==> config.mk <==
export PLATFORM = sky130hd
export DESIGN_NAME = fetch_seq
export DESIGN_NICKNAME = d
export VERILOG_FILES = /design/src/rtl/fetch_seq.sv
export SDC_FILE = /design/constraint.sdc
export NUM_CORES = 1
export LEC_CHECK = 0
export BUFFER_PORTS_ARGS = -buffer_cell sky130_fd_sc_hd__buf_4
export CAP_MARGIN = 20
export CELL_PAD_IN_SITES_DETAIL_PLACEMENT = 2
export CELL_PAD_IN_SITES_GLOBAL_PLACEMENT = 2
export CORE_MARGIN = 3
export CORE_UTILIZATION = 28
export DETAILED_ROUTE_END_ITERATION = 6
export PLACE_DENSITY = 0.86
export SETUP_SLACK_MARGIN = 0.2
export SYNTH_ARGS = -nofsm -noshare
export SYNTH_HDL_FRONTEND = slang
export SYNTH_SLANG_ARGS = --single-unit
==> constraint.sdc <==
create_clock -name clk -period 2.64 [get_ports clk]
set_clock_uncertainty 0.2 [all_clocks]
set_input_delay 0.132 -clock clk [delete_from_list [all_inputs] [get_ports clk]]
set_output_delay 0.132 -clock clk [all_outputs]
set_load 0.05 [all_outputs]
==> src/rtl/fetch_seq.sv <==
// Instruction fetch sequencer: walks a program from start_pc, presents
// one registered instruction per cycle over a valid/ready slot.
module fetch_seq #(
    parameter int PCWIDTH  = 8,
    parameter int INSWIDTH = 16
) (
    input  logic                clk,
    input  logic                rst_n,
    input  logic                start,
    input  logic [3:0]          cfg_size,
    input  logic [PCWIDTH-1:0]  start_pc,
    output logic [PCWIDTH-1:0]  pc,
    input  logic [INSWIDTH-1:0] ins_in,
    output logic [INSWIDTH-1:0] ins_out,
    output logic [PCWIDTH-1:0]  ins_pc,
    output logic                ins_valid,
    input  logic                ins_ready,
    input  logic                redirect_valid,
    input  logic [PCWIDTH-1:0]  redirect_pc,
    output logic                busy,
    output logic                done,
    output logic [7:0]          xfer_count
);

    typedef enum logic [1:0] {
        S_IDLE,
        S_RUN,
        S_DRAIN,
        S_DONE
    } state_t;

    state_t     state;
    logic [3:0] size_q;
    logic       xfer;
    logic       slot_free;
    logic       in_range;

    assign xfer      = ins_valid & ins_ready;
    assign slot_free = !ins_valid || xfer;
    // Compare at a common width so narrow PCs still see the full size.
    assign in_range  = 32'(pc) < 32'(size_q);
    assign busy      = (state == S_RUN) || (state == S_DRAIN);

    always_ff @(posedge clk) begin
        if (!rst_n) begin
            state      <= S_IDLE;
            size_q     <= '0;
            pc         <= '0;
            ins_out    <= '0;
            ins_pc     <= '0;
            ins_valid  <= 1'b0;
            done       <= 1'b0;
            xfer_count <= '0;
        end else begin
            done <= 1'b0;
            if (xfer && xfer_count != 8'hFF)
                xfer_count <= xfer_count + 8'd1;

            unique case (state)
                S_IDLE: begin
                    if (start) begin
                        size_q     <= cfg_size;
                        pc         <= start_pc;
                        xfer_count <= '0;
                        if (cfg_size == 4'd0) begin
                            state <= S_DONE;
                            done  <= 1'b1;
                        end else begin
                            state <= S_RUN;
                        end
                    end
                end
                S_RUN: begin
                    if (redirect_valid) begin
                        ins_valid <= 1'b0;
                        pc        <= redirect_pc;
                    end else if (in_range) begin
                        if (slot_free) begin
                            ins_out   <= ins_in;
                            ins_pc    <= pc;
                            ins_valid <= 1'b1;
                            pc        <= pc + PCWIDTH'(1);
                        end
                    end else begin
                        if (xfer)
                            ins_valid <= 1'b0;
                        state <= S_DRAIN;
                    end
                end
                S_DRAIN: begin
                    if (redirect_valid) begin
                        ins_valid <= 1'b0;
                        pc        <= redirect_pc;
                        state     <= S_RUN;
                    end else if (!ins_valid) begin
                        state <= S_DONE;
                        done  <= 1'b1;
                    end else if (xfer) begin
                        ins_valid <= 1'b0;
                    end
                end
                S_DONE: begin
                    state <= S_IDLE;
                end
                default: begin
                    state <= S_IDLE;
                end
            endcase
        end
    end

endmodule
==> metrics.txt <==
async set-or-reset flop fraction in the synthesized netlist=0; LEAKAGE=1.47 nW; gr ovfl total=0; post-layout minimum cycle time=2.26 ns; IO buf count=83; Crit Path Max Fanout=11; synthesized area=2470 um^2; Max Slew Vio Count=0; final hold vios=0; first-pass GRT wire length=16800 um; H-Tree Depth=2; CP Launch Type=register; FP Rows=33; Routed wire per std cell=19.6 um; GP Congestion=0.849; final worst path period share=0.855; fmax=443 MHz; Inserted Diodes=0; layout cells sized above 1=0.264; CTS Buf Count=5; Syn Inst Count=307; DR vias=2812; Die W=99.9 um; via/cell ratio=5.40; total power per unit cell area=1050 nW/um^2; CTS sink count=48; Yosys reg bits=48; commonest cells after routing, fill and taps aside=buf_4, dfxtp_1, nand3_1, a21oi_1, o21ai_0; Root Buffer=clkbuf_8; Crit Path Category=register to register; sequential cell area fraction in the yosys report=0.389; Setup crit end kind=register; Iter 0 DRT Violations=111; Routed Wire Length=10200 um; Netlist cell types=47; largest net degree at the start of global routing=30; worst min-delay path category=input pin to register; Detail Route Antenna Nets=0; Reg clk slew, reported paths=0.10 ns; vias in the first global route=3158; DP Area=3220 um^2; Die H=99.9 um; Power Total=3.78 mW; EDFF count, synth=0; worst slew pin tran=0.485 ns; P&R area growth vs syn=45.9%; Max-slew headroom=0.677; Ports=84; fin nets=466; core area=8380 um^2; RSZ-0062 raised after global routing=no; peak supply drop=348 uV; commonest non-fill, non-tap cell in the layout=buf_4; Layout Utilization=0.430; Mapped Nets=357; clk buf depth=2; CTS tree=yes; CP arrival=2.27 ns; Initial DRT Pass Iterations=4; setup tns final=0 ns; critical path data required time=2.65 ns; status=completed; initial antenna violation count=0; DRC Markers=0; cell area after layout=3600 um^2; die area=9970 um^2; YS warnings=0; All-Layer GR Usage=0.210; Final setup viols=0; ys flop type=dfxtp_1; max-cap viol count=0; post-detail-place hpwl=6800 um; Synth Area per Inst=8.04 um^2; Initial Utilization=0.294; Worst-Skew Late Latency=0.31 ns
-- worst max-delay path, stage by stage, from the launching register on --
cell and delay [ns]:
dfxtp_1 0.39, inv_1 0.09, ha_1 0.36, and2_0 0.39, a211oi_1 0.28, nand2_1 0.14, a211oi_1 0.31
-- synth_stat cells, types with 2 or more instances --
| cell | number | share of area |
|---|---|---|
| dfxtp_1 | 48 | 0.39 |
| nor2b_1 | 3 | 0.0076 |
| a21oi_1 | 32 | 0.065 |
| o22ai_1 | 3 | 0.0076 |
| clkbuf_1 | 15 | 0.023 |
| mux2i_1 | 3 | 0.012 |
| nand2_1 | 28 | 0.043 |
| nand2b_1 | 4 | 0.010 |
| a21o_1 | 2 | 0.0061 |
| nor4_1 | 2 | 0.0051 |
| o221a_1 | 2 | 0.0091 |
| o31ai_1 | 5 | 0.015 |
| a211oi_1 | 2 | 0.0061 |
| nand4_1 | 4 | 0.010 |
| buf_4 | 3 | 0.0091 |
| ha_1 | 9 | 0.046 |
| xor2_1 | 4 | 0.014 |
| inv_1 | 9 | 0.014 |
| nand3_1 | 37 | 0.075 |
| a31oi_1 | 3 | 0.0076 |
| buf_2 | 3 | 0.0061 |
| and3_1 | 6 | 0.015 |
| o21ai_0 | 31 | 0.063 |
| o211ai_1 | 7 | 0.021 |
| xnor2_1 | 4 | 0.014 |
| o211a_1 | 3 | 0.012 |
| nor2_1 | 15 | 0.023 |
-- final timing paths --
path / cells past startpoint / to / startpoint / slack (ns)
min: 3 / pc[6]$_SDFFE_PN0P_ / start_pc[6] / 0.007
max reg2reg: 6 / state[0]$_SDFFE_PN0P_ / state[1]$_SDFFE_PN0P_ / 0.38
min reg2reg: 2 / size_q[3]$_SDFFE_PN0P_ / size_q[3]$_SDFFE_PN0P_ / 0.28
max: 6 / state[0]$_SDFFE_PN0P_ / state[1]$_SDFFE_PN0P_ / 0.38
-- stage by stage --
step / cells / setup slack, ns / hold WS, ns
detailed placement: 486 / 0.289 / 0.205
global placement: 486 / 0.447 / 0.200
floorplan: 307 / 0.318 / 0.0795
CTS: 520 / 0.261 / 0.0000631
finish: 521 / 0.382 / 0.00698
global route: 521 / 0.219 / 0.0281
-- per-layer routing --
layer  GRT usage  wire length [um]  up-vias
met5           0                 0        -
met4      0.0662               251        0
met3      0.0264               349       21
met2       0.390              5370       63
met1       0.250              4250     1404
li1            -                 -     1324
-- cell families (layout without fill, tap and decap cells) --
group                      after synthesis  after routing  synth area share
and+or+nand+nor                        109            109             0.221
muxes                                    4              4            0.0167
DFF                                     48             48             0.389
adders and majority gates                9              9            0.0456
AOI/OAI and AO/OA                       98             98             0.245
buffers and inverters                   31            140            0.0532
xor gates and xnor gates                 8              8            0.0284
-- cell type report --
type                       instances  area (um^2)
multi-input combinational        228         1380
sequential                        48          961
timing repair buffer             123          991
tap                              105          131
clock buffer                       7         96.3
inverter                          10         37.5
fill                             966         4780
-- state kept, by name, summed over array words and instances, names as in the netlist --
register    count
ins_pc          8
xfer_count      8
ins_valid       1
size_q          4
ins_out        16
pc              8
done            1
state           2
-- power by group --
group	switching, mW	total, mW	leakage, nW	internal [mW]
Clock	0.270	0.504	0.0503	0.234
Combinational	1.53	2.29	1.03	0.757
Sequential	0.143	0.982	0.389	0.839
-- repair_timing --
item | 4_1_cts | 5_1_grt
endpoints found under the hold margin | 23 | 0
endpoints found under the setup margin | 0 | 7
setup buffers | 0 | 1
hold buffers | 27 | 0
gates resized for setup | 0 | 2
Note: power is estimated with default switching activity, not from simulation.
